File: src/rtl/whirlpool_mu_inverse_packer.sv
`default_nettype none
// ============================================================================
//  Module   : whirlpool_mu_inverse_packer
//  Function : Collects an N x N Whirlpool byte state over several input beats,
//             in row-major or column-major order, and presents it as one flat
//             vector with valid/ready handshakes on both sides.
//  Revision : 1.0 - initial release
// ============================================================================
module whirlpool_mu_inverse_packer #(
    parameter int N          = 8,
    parameter int BEAT_BYTES = 8
) (
    input  logic                        clk,
    input  logic                        reset,
    input  logic                        clear,
    input  logic                        in_valid,
    output logic                        in_ready,
    input  logic [0:BEAT_BYTES*8-1]     in_data,
    input  logic                        in_col_mode,
    output logic                        out_valid,
    input  logic                        out_ready,
    output logic [0:N*N*8-1]            out_A
);

    localparam int c_BEATS = (N * N) / BEAT_BYTES;
    localparam int c_CW    = (c_BEATS > 1) ? $clog2(c_BEATS) : 1;
    localparam logic [c_CW-1:0] c_LAST = c_CW'(c_BEATS - 1);

    generate
        if ((N * N) % BEAT_BYTES != 0) begin : g_bad_beat_bytes
            $error("BEAT_BYTES must divide N*N");
        end
    endgenerate

    logic [c_CW-1:0]    r_cnt;
    logic               r_mode;
    logic [0:N*N*8-1]   r_collect;
    logic [0:N*N*8-1]   r_out_a;
    logic               r_out_valid;

    logic               w_mode;
    logic               w_last;
    logic               w_accept;
    logic [0:N*N*8-1]   w_merged;

    // Flat matrix index of stream byte k under the selected fill order.
    function automatic int f_pos(input int k, input logic col);
        return col ? ((k % N) * N + (k / N)) : k;
    endfunction

    assign w_last   = (r_cnt == c_LAST);
    // Only the final beat can stall on a held output; clear blocks acceptance.
    assign in_ready = !clear && !(w_last && r_out_valid && !out_ready);
    assign w_accept = in_valid && in_ready;
    assign w_mode   = (r_cnt == '0) ? in_col_mode : r_mode;

    // Collect buffer with the current beat merged in, so the final beat can
    // be copied straight to the output register on its own handshake edge.
    always_comb begin
        w_merged = r_collect;
        for (int b = 0; b < BEAT_BYTES; b++) begin
            w_merged[8*f_pos(int'(r_cnt) * BEAT_BYTES + b, w_mode) +: 8] = in_data[8*b +: 8];
        end
    end

    always_ff @(posedge clk) begin
        if (reset) begin
            r_cnt       <= '0;
            r_mode      <= 1'b0;
            r_collect   <= '0;
            r_out_a     <= '0;
            r_out_valid <= 1'b0;
        end else begin
            if (clear) begin
                r_cnt <= '0;
            end else if (w_accept) begin
                r_collect <= w_merged;
                r_cnt     <= w_last ? '0 : r_cnt + 1'b1;
                if (r_cnt == '0) begin
                    r_mode <= in_col_mode;
                end
            end

            if (w_accept && w_last) begin
                r_out_a     <= w_merged;
                r_out_valid <= 1'b1;
            end else if (out_ready) begin
                r_out_valid <= 1'b0;
            end
        end
    end

    assign out_valid = r_out_valid;
    assign out_A     = r_out_a;

endmodule
`default_nettype wire

File: config.mk
export PLATFORM = sky130hd
export DESIGN_NAME = whirlpool_mu_inverse_packer
export DESIGN_NICKNAME = d
export VERILOG_FILES = /design/src/rtl/whirlpool_mu_inverse_packer.sv
export SDC_FILE = /design/constraint.sdc
export NUM_CORES = 2
export LEC_CHECK = 0
export ABC_AREA = 1
export CAP_MARGIN = 20
export CELL_PAD_IN_SITES_DETAIL_PLACEMENT = 1
export CELL_PAD_IN_SITES_GLOBAL_PLACEMENT = 2
export CORE_MARGIN = 3
export CORE_UTILIZATION = 29
export CTS_BUF_LIST = sky130_fd_sc_hd__clkbuf_4 sky130_fd_sc_hd__clkbuf_8
export CTS_CLUSTER_SIZE = 20
export DETAILED_ROUTE_END_ITERATION = 10
export GPL_ROUTABILITY_DRIVEN = 0
export PLACE_DENSITY = 0.73
export SYNTH_ARGS = -nofsm -noshare
export SYNTH_HDL_FRONTEND = slang
export SYNTH_SLANG_ARGS = --single-unit
File: constraint.sdc
create_clock -name clk -period 2.65 [get_ports clk]
set_clock_uncertainty 0.1 [all_clocks]
set_input_delay 0.3975 -clock clk [delete_from_list [all_inputs] [get_ports clk]]
set_output_delay 0.3975 -clock clk [all_outputs]
set_load 0.1 [all_outputs]
==> impl_metrics.ini <==
[status]
outcome = finished with violations
violations = negative setup slack

[floorplan]
io_pins = 584
die_area_um2 = 170000
dieHeight_um = 413
die_w_um = 413
start_util = 0.293
coreArea_um2 = 164000
num_rows = 148

[synth]
syn-num-nets = 6869
syn_area_per_cell_um2 = 7.06
synth_ff_type = dfxtp_1
yosysSeqAreaShare = 0.429
async_flop_share = 0
yosys_warnings = 0
synth_cell_types = 37
yosysTopAreaCell = dfxtp_1
yosysMostFrequentCell = nand2_1
synth-edff-count = 0
synthTopCellsByCount = 1295 x nand2_1, 1029 x dfxtp_1, 836 x o21ai_0, 778 x inv_1, 654 x nand3_1
postSynthCellCount = 6796
synth_area_um2 = 48000
ys_ff_latch = 1029
yosys.area.top_type_share = 0.429
ys_top_cells_by_area = dfxtp_1 43%, nand2_1 10%, o21ai_0 8.7%, nand3_1 6.8%, a21oi_1 6.2%

[global_routing]
grt_pass1_vias = 52391
grt_pass1_wl_mm = 394
antenna_found_initial = 41
grt_usage = 0.322
grt_max_degree = 103
globalRouteOverflowTotal = 0

[clocking]
cts_buffer_depth = 3
cts_tree = done
h-tree-depth = 4
cts_buffers = 193
clock_sinks = 1029
ctsRootBufferMaster = clkbuf_8
path_clk_slew_ns = 0.06
clkLatencyLatePin_ns = 1.01

[timing]
drv_slew = 0
fin_ws_ns = -0.0206
min_period_over_period = 1.01
period_minus_slack_ns = 2.67
rsz0062_at_grt = true
hold_viol = 0
max_slew_margin = 0.310
hold_ws_ns = 0.229
fmax_mhz = 374
worst_slew_pin_slew_ns = 1.03
finalSetupViolCount = 1

[cells_and_area]
drive_above_1_share = 0.204
final_nets = 7749
final_area_um2 = 64800
nFillCells = 19994
syn_to_final_growth_pct = 35.1

[route]
detail-route-antenna-nets = 0
totalWireLength_mm = 285
dr.pass1.iters = 5
vias = 54008
viasPerCell = 5.39
wl_per_cell_um = 28.5
drc_errors = 0
drt_iter0_drc = 5196

[critical_path]
end_kind = primary output
arrival_ns = 2.17
path_delay_family = flip-flops
cp_cell_sequence = ha_4 -> ha_4 -> buf_12 -> a31oi_4 -> buf_12
critical_path_required_ns = 2.15
critPathLaunchType = flip-flop
cpPeakStageDelay_ns = 0.36
cp_slowest_cell = dfxtp_2
cp_max_fo = 4
critical_path_class = flip-flop to primary output
path_buf_inv = 2
ff2ff_setup_slack_ns = 0.04

[hold_path]
hold_path.class = primary input to flip-flop

[placed_design]
port_buffers = 583
post_dp_cell_area_um2 = 60100
dp_hpwl_mm = 207

[power]
p_leak_nw = 30.3
peakVddDrop_v = 0.000606
cellPowerDensity_nw_per_um2 = 599

[run]
cap_violations = 0
## state kept, by name, summed over array words and instances (netlist names)
name / cells
r_collect: 512
r_cnt: 3
out_A: 512
r_mode: 1
out_valid: 1
## cell usage in the layout, fill, tap and decap left out, drive strengths merged, types with 7 or more instances in the layout
cell type | Yosys | layout
nand2 | 1299 | 1299
buf | 136 | 1180
dfxtp | 1029 | 1029
o21ai | 883 | 883
inv | 789 | 803
nand3 | 656 | 656
a21oi | 597 | 597
o21a | 369 | 369
clkbuf | 433 | 310
o211ai | 214 | 214
nor2 | 182 | 182
o21bai | 76 | 76
clkdlybuf4s50 | 0 | 67
nand4 | 38 | 38
clkinv | 16 | 38
a211oi | 37 | 37
diode | 0 | 17
a31oi | 9 | 9
nand3b | 8 | 8
mux2i | 7 | 7
## logic make-up after synthesis
logic type	Yosys count	share of synthesized area
AOI/OAI and AO/OA	2193	0.266
and+or+nand+nor	2190	0.192
buffers and inverters	1374	0.110
DFF	1029	0.429
muxes	7	0.00146
adders and majority gates	3	0.000783
## worst reg2reg max path: cells and delay by family, from the launching register on
kind / cells / cell delay (ns)
AO/OA/AOI/OAI: 1 / 0.12
adder cells (fa/ha/maj): 1 / 0.21
buffers and inverters: 6 / 0.84
flip-flops: 1 / 0.36
AND/OR/NAND/NOR: 7 / 0.83
## layer usage
metal | wire, µm | global-route usage | vias to the layer above
met5 | 103 | 0 | -
met2 | 121000 | 0.485 | 2226
li1 | - | - | 24368
met3 | 27400 | 0.0942 | 581
met4 | 17300 | 0.167 | 14
met1 | 120000 | 0.416 | 26819
## per-stage QoR
stage               worst slack, ns  setup TNS (ns)  std cells   util  power, mW
finish                      -0.0206         -0.0206      10023  0.396       38.8
global route                -0.0721          -0.129      10010  0.396       40.2
CTS                         -0.0721         -0.0721       9995  0.395       39.0
detailed placement           -0.304          -63.08       9637  0.368       21.6
global placement             -0.277          -47.29       9637  0.368       21.5
floorplan                    0.0422               0       6796      -       18.8
## final cells by class
class / count / area (µm²) / share of cell area
diodes: 17 / 42.5 / 0.000657
well taps: 2175 / 2720 / 0.0420
clock buffers: 308 / 3790 / 0.0586
repair buffers: 1254 / 11800 / 0.182
clock inverters: 42 / 449 / 0.00693
flip-flops and latches: 1029 / 20600 / 0.318
multi-input cells: 4393 / 22300 / 0.344
inverters: 805 / 3070 / 0.0473
## timing repair
item | CTS | global route
pin swaps | 1 | 3
gates cloned | 2 | 2
buffers inserted | 3 | 9
hold buffers | 3 | 0
endpoints found under the setup margin | 1 | 88
endpoints found under the hold margin | 38 | 0
resized for setup | 6 | 15
## path summary, 6_finish.rpt
kind	start	end	cells after the start
max reg2reg	r_cnt[1]$_SDFFE_PP0P_	out_A[283]$_SDFFE_PP0P_	15
min	in_data[16]	out_A[128]$_SDFFE_PP0P_	6
min reg2reg	r_collect[216]$_SDFFE_PP0P_	r_collect[216]$_SDFFE_PP0P_	2
max	r_cnt[1]$_SDFFE_PP0P_	in_ready	5
## where the power goes
part	total [mW]	switching, mW	internal, mW
registers	16.2	0.232	16.0
logic	5.23	3.49	1.74
clock network	17.4	7.88	9.49
Note: power is estimated with default switching activity, not from simulation.
